[src/rtl/rob_ring_if.sv]
// Reorder-buffer bus bundle: dispatch, CDB writeback, commit, operand lookup and occupancy status.
// The master side is dispatch/CDB/retire; the slave side is the ROB itself.
interface rob_ring_if #(
  parameter int DATA_W = 32,
  parameter int IDX_W  = 3,
  parameter int DEST_W = 5,
  parameter int OP_W   = 4
);
  logic              alloc_valid;
  logic              alloc_ready;
  logic [OP_W-1:0]   alloc_op;
  logic [DEST_W-1:0] alloc_dest;
  logic [IDX_W-1:0]  alloc_idx;

  logic              wb_valid;
  logic [IDX_W-1:0]  wb_idx;
  logic [DATA_W-1:0] wb_value;

  logic              commit_valid;
  logic              commit_ready;
  logic [OP_W-1:0]   commit_op;
  logic [DEST_W-1:0] commit_dest;
  logic [DATA_W-1:0] commit_value;

  logic [IDX_W-1:0]  lk_idx;
  logic              lk_ready;
  logic [DATA_W-1:0] lk_value;

  logic [IDX_W:0]    count;
  logic              empty;
  logic              full;

  modport master (
    output alloc_valid, alloc_op, alloc_dest,
    output wb_valid, wb_idx, wb_value,
    output commit_ready, lk_idx,
    input  alloc_ready, alloc_idx,
    input  commit_valid, commit_op, commit_dest, commit_value,
    input  lk_ready, lk_value, count, empty, full
  );

  modport slave (
    input  alloc_valid, alloc_op, alloc_dest,
    input  wb_valid, wb_idx, wb_value,
    input  commit_ready, lk_idx,
    output alloc_ready, alloc_idx,
    output commit_valid, commit_op, commit_dest, commit_value,
    output lk_ready, lk_value, count, empty, full
  );
endinterface

[src/rtl/rob_ring.sv]
// Circular reorder buffer: allocate at tail, complete by index from the CDB, retire in order
// from head. Pointers carry an extra wrap bit so full and empty are distinguished exactly.
module rob_ring #(
  parameter int DATA_W = 32,
  parameter int IDX_W  = 3,
  parameter int DEST_W = 5,
  parameter int OP_W   = 4
) (
  input logic       clk,
  input logic       reset,
  input logic       flush,
  rob_ring_if.slave bus
);
  localparam int unsigned    DEPTH   = 2 ** IDX_W;
  localparam logic [IDX_W:0] PTR_ONE = (IDX_W + 1)'(1);

  logic [IDX_W:0]    head_q, head_d, tail_q, tail_d;
  logic [DEPTH-1:0]  valid_q, valid_d, done_q, done_d;
  logic [OP_W-1:0]   op_q    [DEPTH];
  logic [OP_W-1:0]   op_d    [DEPTH];
  logic [DEST_W-1:0] dest_q  [DEPTH];
  logic [DEST_W-1:0] dest_d  [DEPTH];
  logic [DATA_W-1:0] value_q [DEPTH];
  logic [DATA_W-1:0] value_d [DEPTH];

  logic [IDX_W-1:0] head_idx, tail_idx;
  logic             full, empty, commit_valid;
  logic             alloc_fire, commit_fire, lk_fwd;

  assign head_idx     = head_q[IDX_W-1:0];
  assign tail_idx     = tail_q[IDX_W-1:0];
  assign empty        = (head_q == tail_q);
  assign full         = (head_idx == tail_idx) && (head_q[IDX_W] != tail_q[IDX_W]);
  assign commit_valid = valid_q[head_idx] && done_q[head_idx];
  assign alloc_fire   = bus.alloc_valid && !full;
  assign commit_fire  = commit_valid && bus.commit_ready;

  assign bus.alloc_ready  = !full;
  assign bus.alloc_idx    = tail_idx;
  assign bus.count        = tail_q - head_q;
  assign bus.empty        = empty;
  assign bus.full         = full;
  assign bus.commit_valid = commit_valid;
  assign bus.commit_op    = op_q[head_idx];
  assign bus.commit_dest  = dest_q[head_idx];
  assign bus.commit_value = value_q[head_idx];

  // A result on the CDB this cycle is visible to the lookup before it lands in storage.
  assign lk_fwd       = bus.wb_valid && (bus.wb_idx == bus.lk_idx) && valid_q[bus.lk_idx];
  assign bus.lk_ready = valid_q[bus.lk_idx] && (done_q[bus.lk_idx] || lk_fwd);
  assign bus.lk_value = lk_fwd ? bus.wb_value : value_q[bus.lk_idx];

  always_comb begin
    head_d  = head_q;
    tail_d  = tail_q;
    valid_d = valid_q;
    done_d  = done_q;
    op_d    = op_q;
    dest_d  = dest_q;
    value_d = value_q;

    if (flush) begin
      head_d  = '0;
      tail_d  = '0;
      valid_d = '0;
      done_d  = '0;
    end else begin
      // Writeback is gated by the pre-cycle valid bit, so a CDB hit on the slot being
      // allocated this cycle is dropped and the allocation below wins.
      if (bus.wb_valid && valid_q[bus.wb_idx]) begin
        done_d[bus.wb_idx]  = 1'b1;
        value_d[bus.wb_idx] = bus.wb_value;
      end
      if (commit_fire) begin
        valid_d[head_idx] = 1'b0;
        head_d            = head_q + PTR_ONE;
      end
      if (alloc_fire) begin
        valid_d[tail_idx] = 1'b1;
        done_d[tail_idx]  = 1'b0;
        op_d[tail_idx]    = bus.alloc_op;
        dest_d[tail_idx]  = bus.alloc_dest;
        value_d[tail_idx] = '0;
        tail_d            = tail_q + PTR_ONE;
      end
    end
  end

  always_ff @(posedge clk) begin
    if (reset) begin
      head_q  <= '0;
      tail_q  <= '0;
      valid_q <= '0;
      done_q  <= '0;
      for (int unsigned i = 0; i < DEPTH; i++) begin
        op_q[i]    <= '0;
        dest_q[i]  <= '0;
        value_q[i] <= '0;
      end
    end else begin
      head_q  <= head_d;
      tail_q  <= tail_d;
      valid_q <= valid_d;
      done_q  <= done_d;
      op_q    <= op_d;
      dest_q  <= dest_d;
      value_q <= value_d;
    end
  end
endmodule

[src/flat_wrapper.sv]
// flat-port wrapper written by rule: the top's interface ports become plain ports
module rob_ring_flat 
#(
  parameter int DATA_W = 32,
  parameter int IDX_W  = 3,
  parameter int DEST_W = 5,
  parameter int OP_W   = 4
)
  (clk, reset, flush, bus_alloc_valid, bus_alloc_op, bus_alloc_dest, bus_wb_valid, bus_wb_idx, bus_wb_value, bus_commit_ready, bus_lk_idx, bus_alloc_ready, bus_alloc_idx, bus_commit_valid, bus_commit_op, bus_commit_dest, bus_commit_value, bus_lk_ready, bus_lk_value, bus_count, bus_empty, bus_full);
  rob_ring_if #(.DATA_W(DATA_W), .IDX_W(IDX_W), .DEST_W(DEST_W), .OP_W(OP_W)) bus_i ();
  input logic clk;
  input logic reset;
  input logic flush;
  input wire logic [$bits(bus_i.alloc_valid)-1:0] bus_alloc_valid;
  input wire logic [$bits(bus_i.alloc_op)-1:0] bus_alloc_op;
  input wire logic [$bits(bus_i.alloc_dest)-1:0] bus_alloc_dest;
  input wire logic [$bits(bus_i.wb_valid)-1:0] bus_wb_valid;
  input wire logic [$bits(bus_i.wb_idx)-1:0] bus_wb_idx;
  input wire logic [$bits(bus_i.wb_value)-1:0] bus_wb_value;
  input wire logic [$bits(bus_i.commit_ready)-1:0] bus_commit_ready;
  input wire logic [$bits(bus_i.lk_idx)-1:0] bus_lk_idx;
  output wire logic [$bits(bus_i.alloc_ready)-1:0] bus_alloc_ready;
  output wire logic [$bits(bus_i.alloc_idx)-1:0] bus_alloc_idx;
  output wire logic [$bits(bus_i.commit_valid)-1:0] bus_commit_valid;
  output wire logic [$bits(bus_i.commit_op)-1:0] bus_commit_op;
  output wire logic [$bits(bus_i.commit_dest)-1:0] bus_commit_dest;
  output wire logic [$bits(bus_i.commit_value)-1:0] bus_commit_value;
  output wire logic [$bits(bus_i.lk_ready)-1:0] bus_lk_ready;
  output wire logic [$bits(bus_i.lk_value)-1:0] bus_lk_value;
  output wire logic [$bits(bus_i.count)-1:0] bus_count;
  output wire logic [$bits(bus_i.empty)-1:0] bus_empty;
  output wire logic [$bits(bus_i.full)-1:0] bus_full;
  assign bus_i.alloc_valid = bus_alloc_valid;
  assign bus_i.alloc_op = bus_alloc_op;
  assign bus_i.alloc_dest = bus_alloc_dest;
  assign bus_i.wb_valid = bus_wb_valid;
  assign bus_i.wb_idx = bus_wb_idx;
  assign bus_i.wb_value = bus_wb_value;
  assign bus_i.commit_ready = bus_commit_ready;
  assign bus_i.lk_idx = bus_lk_idx;
  assign bus_alloc_ready = bus_i.alloc_ready;
  assign bus_alloc_idx = bus_i.alloc_idx;
  assign bus_commit_valid = bus_i.commit_valid;
  assign bus_commit_op = bus_i.commit_op;
  assign bus_commit_dest = bus_i.commit_dest;
  assign bus_commit_value = bus_i.commit_value;
  assign bus_lk_ready = bus_i.lk_ready;
  assign bus_lk_value = bus_i.lk_value;
  assign bus_count = bus_i.count;
  assign bus_empty = bus_i.empty;
  assign bus_full = bus_i.full;
  rob_ring #(.DATA_W(DATA_W), .IDX_W(IDX_W), .DEST_W(DEST_W), .OP_W(OP_W)) u_core (.clk(clk), .reset(reset), .flush(flush), .bus(bus_i));
endmodule
[config.mk]
export PLATFORM = sky130hd
export DESIGN_NAME = rob_ring_flat
export DESIGN_NICKNAME = d
export VERILOG_FILES = /design/src/rtl/rob_ring_if.sv /design/src/rtl/rob_ring.sv /design/src/flat_wrapper.sv
export SDC_FILE = /design/constraint.sdc
export NUM_CORES = 1
export LEC_CHECK = 0
export ABC_AREA = 1
export CAP_MARGIN = 20
export CORE_UTILIZATION = 35
export CTS_CLUSTER_SIZE = 14
export DETAILED_ROUTE_END_ITERATION = 7
export GPL_TIMING_DRIVEN = 0
export PLACE_DENSITY = 0.64
export SETUP_SLACK_MARGIN = 0.15
export SYNTH_ARGS = -nofsm -noshare
export SYNTH_HDL_FRONTEND = slang
export SYNTH_SLANG_ARGS = --single-unit
[constraint.sdc]
create_clock -name clk -period 1.9 [get_ports clk]
set_clock_uncertainty 0.1 [all_clocks]
set_input_delay 0.19 -clock clk [delete_from_list [all_inputs] [get_ports clk]]
set_output_delay 0.19 -clock clk [all_outputs]
set_load 0.005 [all_outputs]
==> summary.md <==
| Metric | Value |
|---|---|
| Synth top area cells | dfxtp_1, a21oi_1, nand2_1, o21ai_0, nand4_1 |
| Worst path required time | 1610 ps |
| Tot GR Track Use | 0.352 |
| HPWL after DPL | 84000 um |
| Antenna diodes | 0 |
| Num ports | 138 |
| CP bufs+invs | 5 |
| Crit path max fanout | 10 |
| Slew at the pin closest to its max-slew limit | 1220 ps |
| Hold_sp | bus_commit_ready |
| Hold path endpoint | u_core.valid_q[6] |
| Router iterations before antenna repair | 7 |
| Worst setup EP type | output port |
| IO buf count | 131 |
| Post-Synth Simple-Gate Area | 0.279 |
| CP max stage delay | 550 ps |
| Complex-gate fraction of the synthesized area | 0.257 |
| Yosys top cell area share | 0.320 |
| Initial Util | 0.356 |
| Fin crit period | 2860 ps |
| Ys async rst share | 0 |
| Fin. max-slew vios | 0 |
| Layout cells sized above 1 | 0.244 |
| CTS Root Cell | clkbuf_16 |
| CTS H-tree lvls | 2 |
| Clock Latency Late Sink | 610 ps |
| Top FF cell, synth | dfxtp_1 |
| Setup WS pre-CTS | -2050 ps |
| FP Rows | 91 |
| Clock Pin Slew Worst Setup and Hold Paths | 60 ps |
| GRT met3 Usage | 0.0955 |
| Largest net degree at the start of global routing | 13 |
| Number of global-route vias before repair | 25000 |
| Largest family of logic cells by synthesized area | simple AND/OR/NAND/NOR gates |
| Flops & latches, synth | 352 |
| Pwr/cell area | 633 mW/mm^2 |
| Final net count | 3882 |
| Post-route clock period utilization | 1.50 |
| Bufs on Longest Clock Path | 3 |
| Worst vdd ir | 0.000651 V |
| Clock Sinks | 352 |
| Area leader, netlist | dfxtp_1 |
| Global placement routability congestion | 1.04 |
| Post-Route WL | 120000 um |
| Worst Hold Path Cells | 5 |
| Synthesized area per cell | 6.29 sq um |
| Unique masters post-synth | 35 |
| Final hold violations | 0 |
| Synth Area in XOR/XNOR | 0.00272 |
| Die Y | 253 um |
| Number of remaining DRC errors | 0 |
| Hold_buf cts | 0 |
| Crit path max-delay cell type | a21oi_1 |
| Hold_ws | 35.5 ps |
| Pleak | 11.4 nW |
| DR vias | 28800 |
| Crit path launch type | input port |
| Crit path cell chain | buf_4 -> clkinvlp_4 -> buf_2 -> clkbuf_2 -> a21oi_1 -> o21ai_0 -> a21oi_1 -> o21ai_2 -> o21ai_4 -> buf_2 |
| Reg2reg path depth | 15 |
| Unrepaired setup endpoints after global routing | true |
| Total CTS buffers | 43 |
| Seq/Total Area, Yosys | 0.320 |
| Post-Synth Adder-Cell Area | 0.00375 |
| CTS tree | done |
| Setup TNS | -191880 ps |
| Reg2Reg Setup Slack | -560 ps |
| Setup slack after layout | -958 ps |
| Via density | 6.13 |
| Hold crit path type | in2reg |
| GRT busiest layer | met2 |
| Worst relative slew slack | 0.190 |
| Mapped Area | 0.0220 sq mm |
| Post-synthesis net count | 3561 |
| Non-Filler Instances | 4691 |
| Critical path arrival | 2570 ps |
| Mux contribution to synthesized area | 0 |
| First-pass GRT wire length | 166000 um |
| DP Cell Count | 4470 |
| Met1 GRT Util | 0.454 |
| Top cells by count, synth | a21oi_1, nand2_1, o21ai_0 |
| Area Overhead vs Synth | 40.4% |
| Final setup viols | 435 |
| Number of synthesized flops with an enable pin | 0 |
| Status | finished, violations left |
| Failing checks | negative setup slack |
| Reg-to-reg endpoint | u_core.value_q[228] |
| Die width | 253 um |
| Reg2Reg Launch Point | u_core.head_q[1] |
| Max cap viols | 0 |
| Top-count cell post-synth | a21oi_1 |
| Global-route met2 utilization | 0.510 |
| Post-route ant nets | 0 |
| Crit Path Class | in2out |
| DR iter-0 viols | 4725 |
| Die area | 0.0640 sq mm |
| Average wire per standard cell | 25.6 um |
| GRT overflow | 0 |
| Yosys Warn Count | 0 |
| Fmax | 0.350 GHz |
| Cells after synthesis | 3502 |
| Initial antenna violation count | 4 |
| CORE AREA | 0.0619 sq mm |
| Top Family by Delay on Critical Path | buffers and inverters |
==> cell type report <==
class                   instances  area [sq um]
fillers                      6115         31000
multi-input cells            2432         14400
flip-flops and latches        352          7070
repair buffers                275          2850
plain buffers                 323          2530
inverters                     396          1560
clock buffers                  64          1290
well taps                     837          1050
clock inverters                12           166
==> tightest hold or removal path: cells and delay by family <==
kind	cells	cell delay [ps]
buffers and inverters	2	240
AND/OR/NAND/NOR	3	270
==> cells by family after synthesis <==
group | Yosys count
flops | 352
simple gates | 1292
fa+ha+maj | 6
buf+inv | 721
xor+xnor | 6
compound gates | 1125
==> registers in the layout (all words and copies together) (netlist names) <==
signal          count
u_core.done_q       8
u_core.tail_q       4
u_core.value_q    256
u_core.dest_q      40
u_core.head_q       4
u_core.valid_q      8
u_core.op_q        32
==> placed cells by master (no fill, tap or decap), types with 22 or more instances in the layout <==
cell             netlist  final
buf_2                 62    123
clkbuf_2               0     24
a21oi_2                0    142
o21ai_1                2     78
buf_8                  0     23
a21oi_1              703    550
o21ai_4                0     55
buf_6                 23     77
o21ai_2                0     66
buf_4                 16     69
clkinv_1              36     33
nand2_1              623    605
buf_12                 1     31
o21ai_0              406    209
nand3_2                0     56
clkdlybuf4s50_1        0     47
nand3_4                7     33
inv_1                346    331
nand4_1              302    302
clkbuf_16              0     75
dfxtp_1              352    342
nand3_1              320    238
clkbuf_8               0     22
clkbuf_1             207    138
==> power breakdown <==
group | total, mW | switching, mW | leakage [nW] | internal, mW
sequential | 7.49 | 0.0492 | 2.84 | 7.44
combinational | 3.15 | 2.16 | 7.85 | 0.992
clock | 8.94 | 3.71 | 0.723 | 5.23
total | 19.6 | 5.92 | 11.4 | 13.7
==> routing by layer <==
layer | routed length, um | up-vias
met5 | 9 | -
met1 | 44900 | 13300
li1 | - | 12700
met2 | 48700 | 2190
met3 | 16100 | 579
met4 | 10200 | 2
==> stage by stage <==
step	util	total power, mW	cell area, sq um
2_1_floorplan	-	8.91	22100
4_1_cts	0.464	19.1	28700
3_3_place_gp	0.395	10.0	24500
5_1_grt	0.500	19.9	31000
3_5_place_dp	0.395	10.0	24500
6_report	0.500	19.6	31000
==> how the worst max path moves through the flow <==
stage	cells past startpoint	start	to
final	10	bus_lk_idx[1]	bus_lk_value[23]
after global routing	10	bus_lk_idx[1]	bus_lk_value[23]
after CTS	10	u_core.head_q[1]	bus_commit_value[4]
after detailed placement	10	bus_lk_idx[0]	bus_lk_value[2]
after global placement	10	bus_lk_idx[0]	bus_lk_value[3]
after floorplan	11	u_core.tail_q[0]	u_core.value_q[76]
==> repair_timing <==
action                                   CTS  global route
endpoints found under the setup margin   434           437
gates cloned                              19            14
resized for setup                       1017           442
pin swaps                                 72           187
setup buffers                             72            43
No activity file was read; power rests on OpenSTA's default activity.
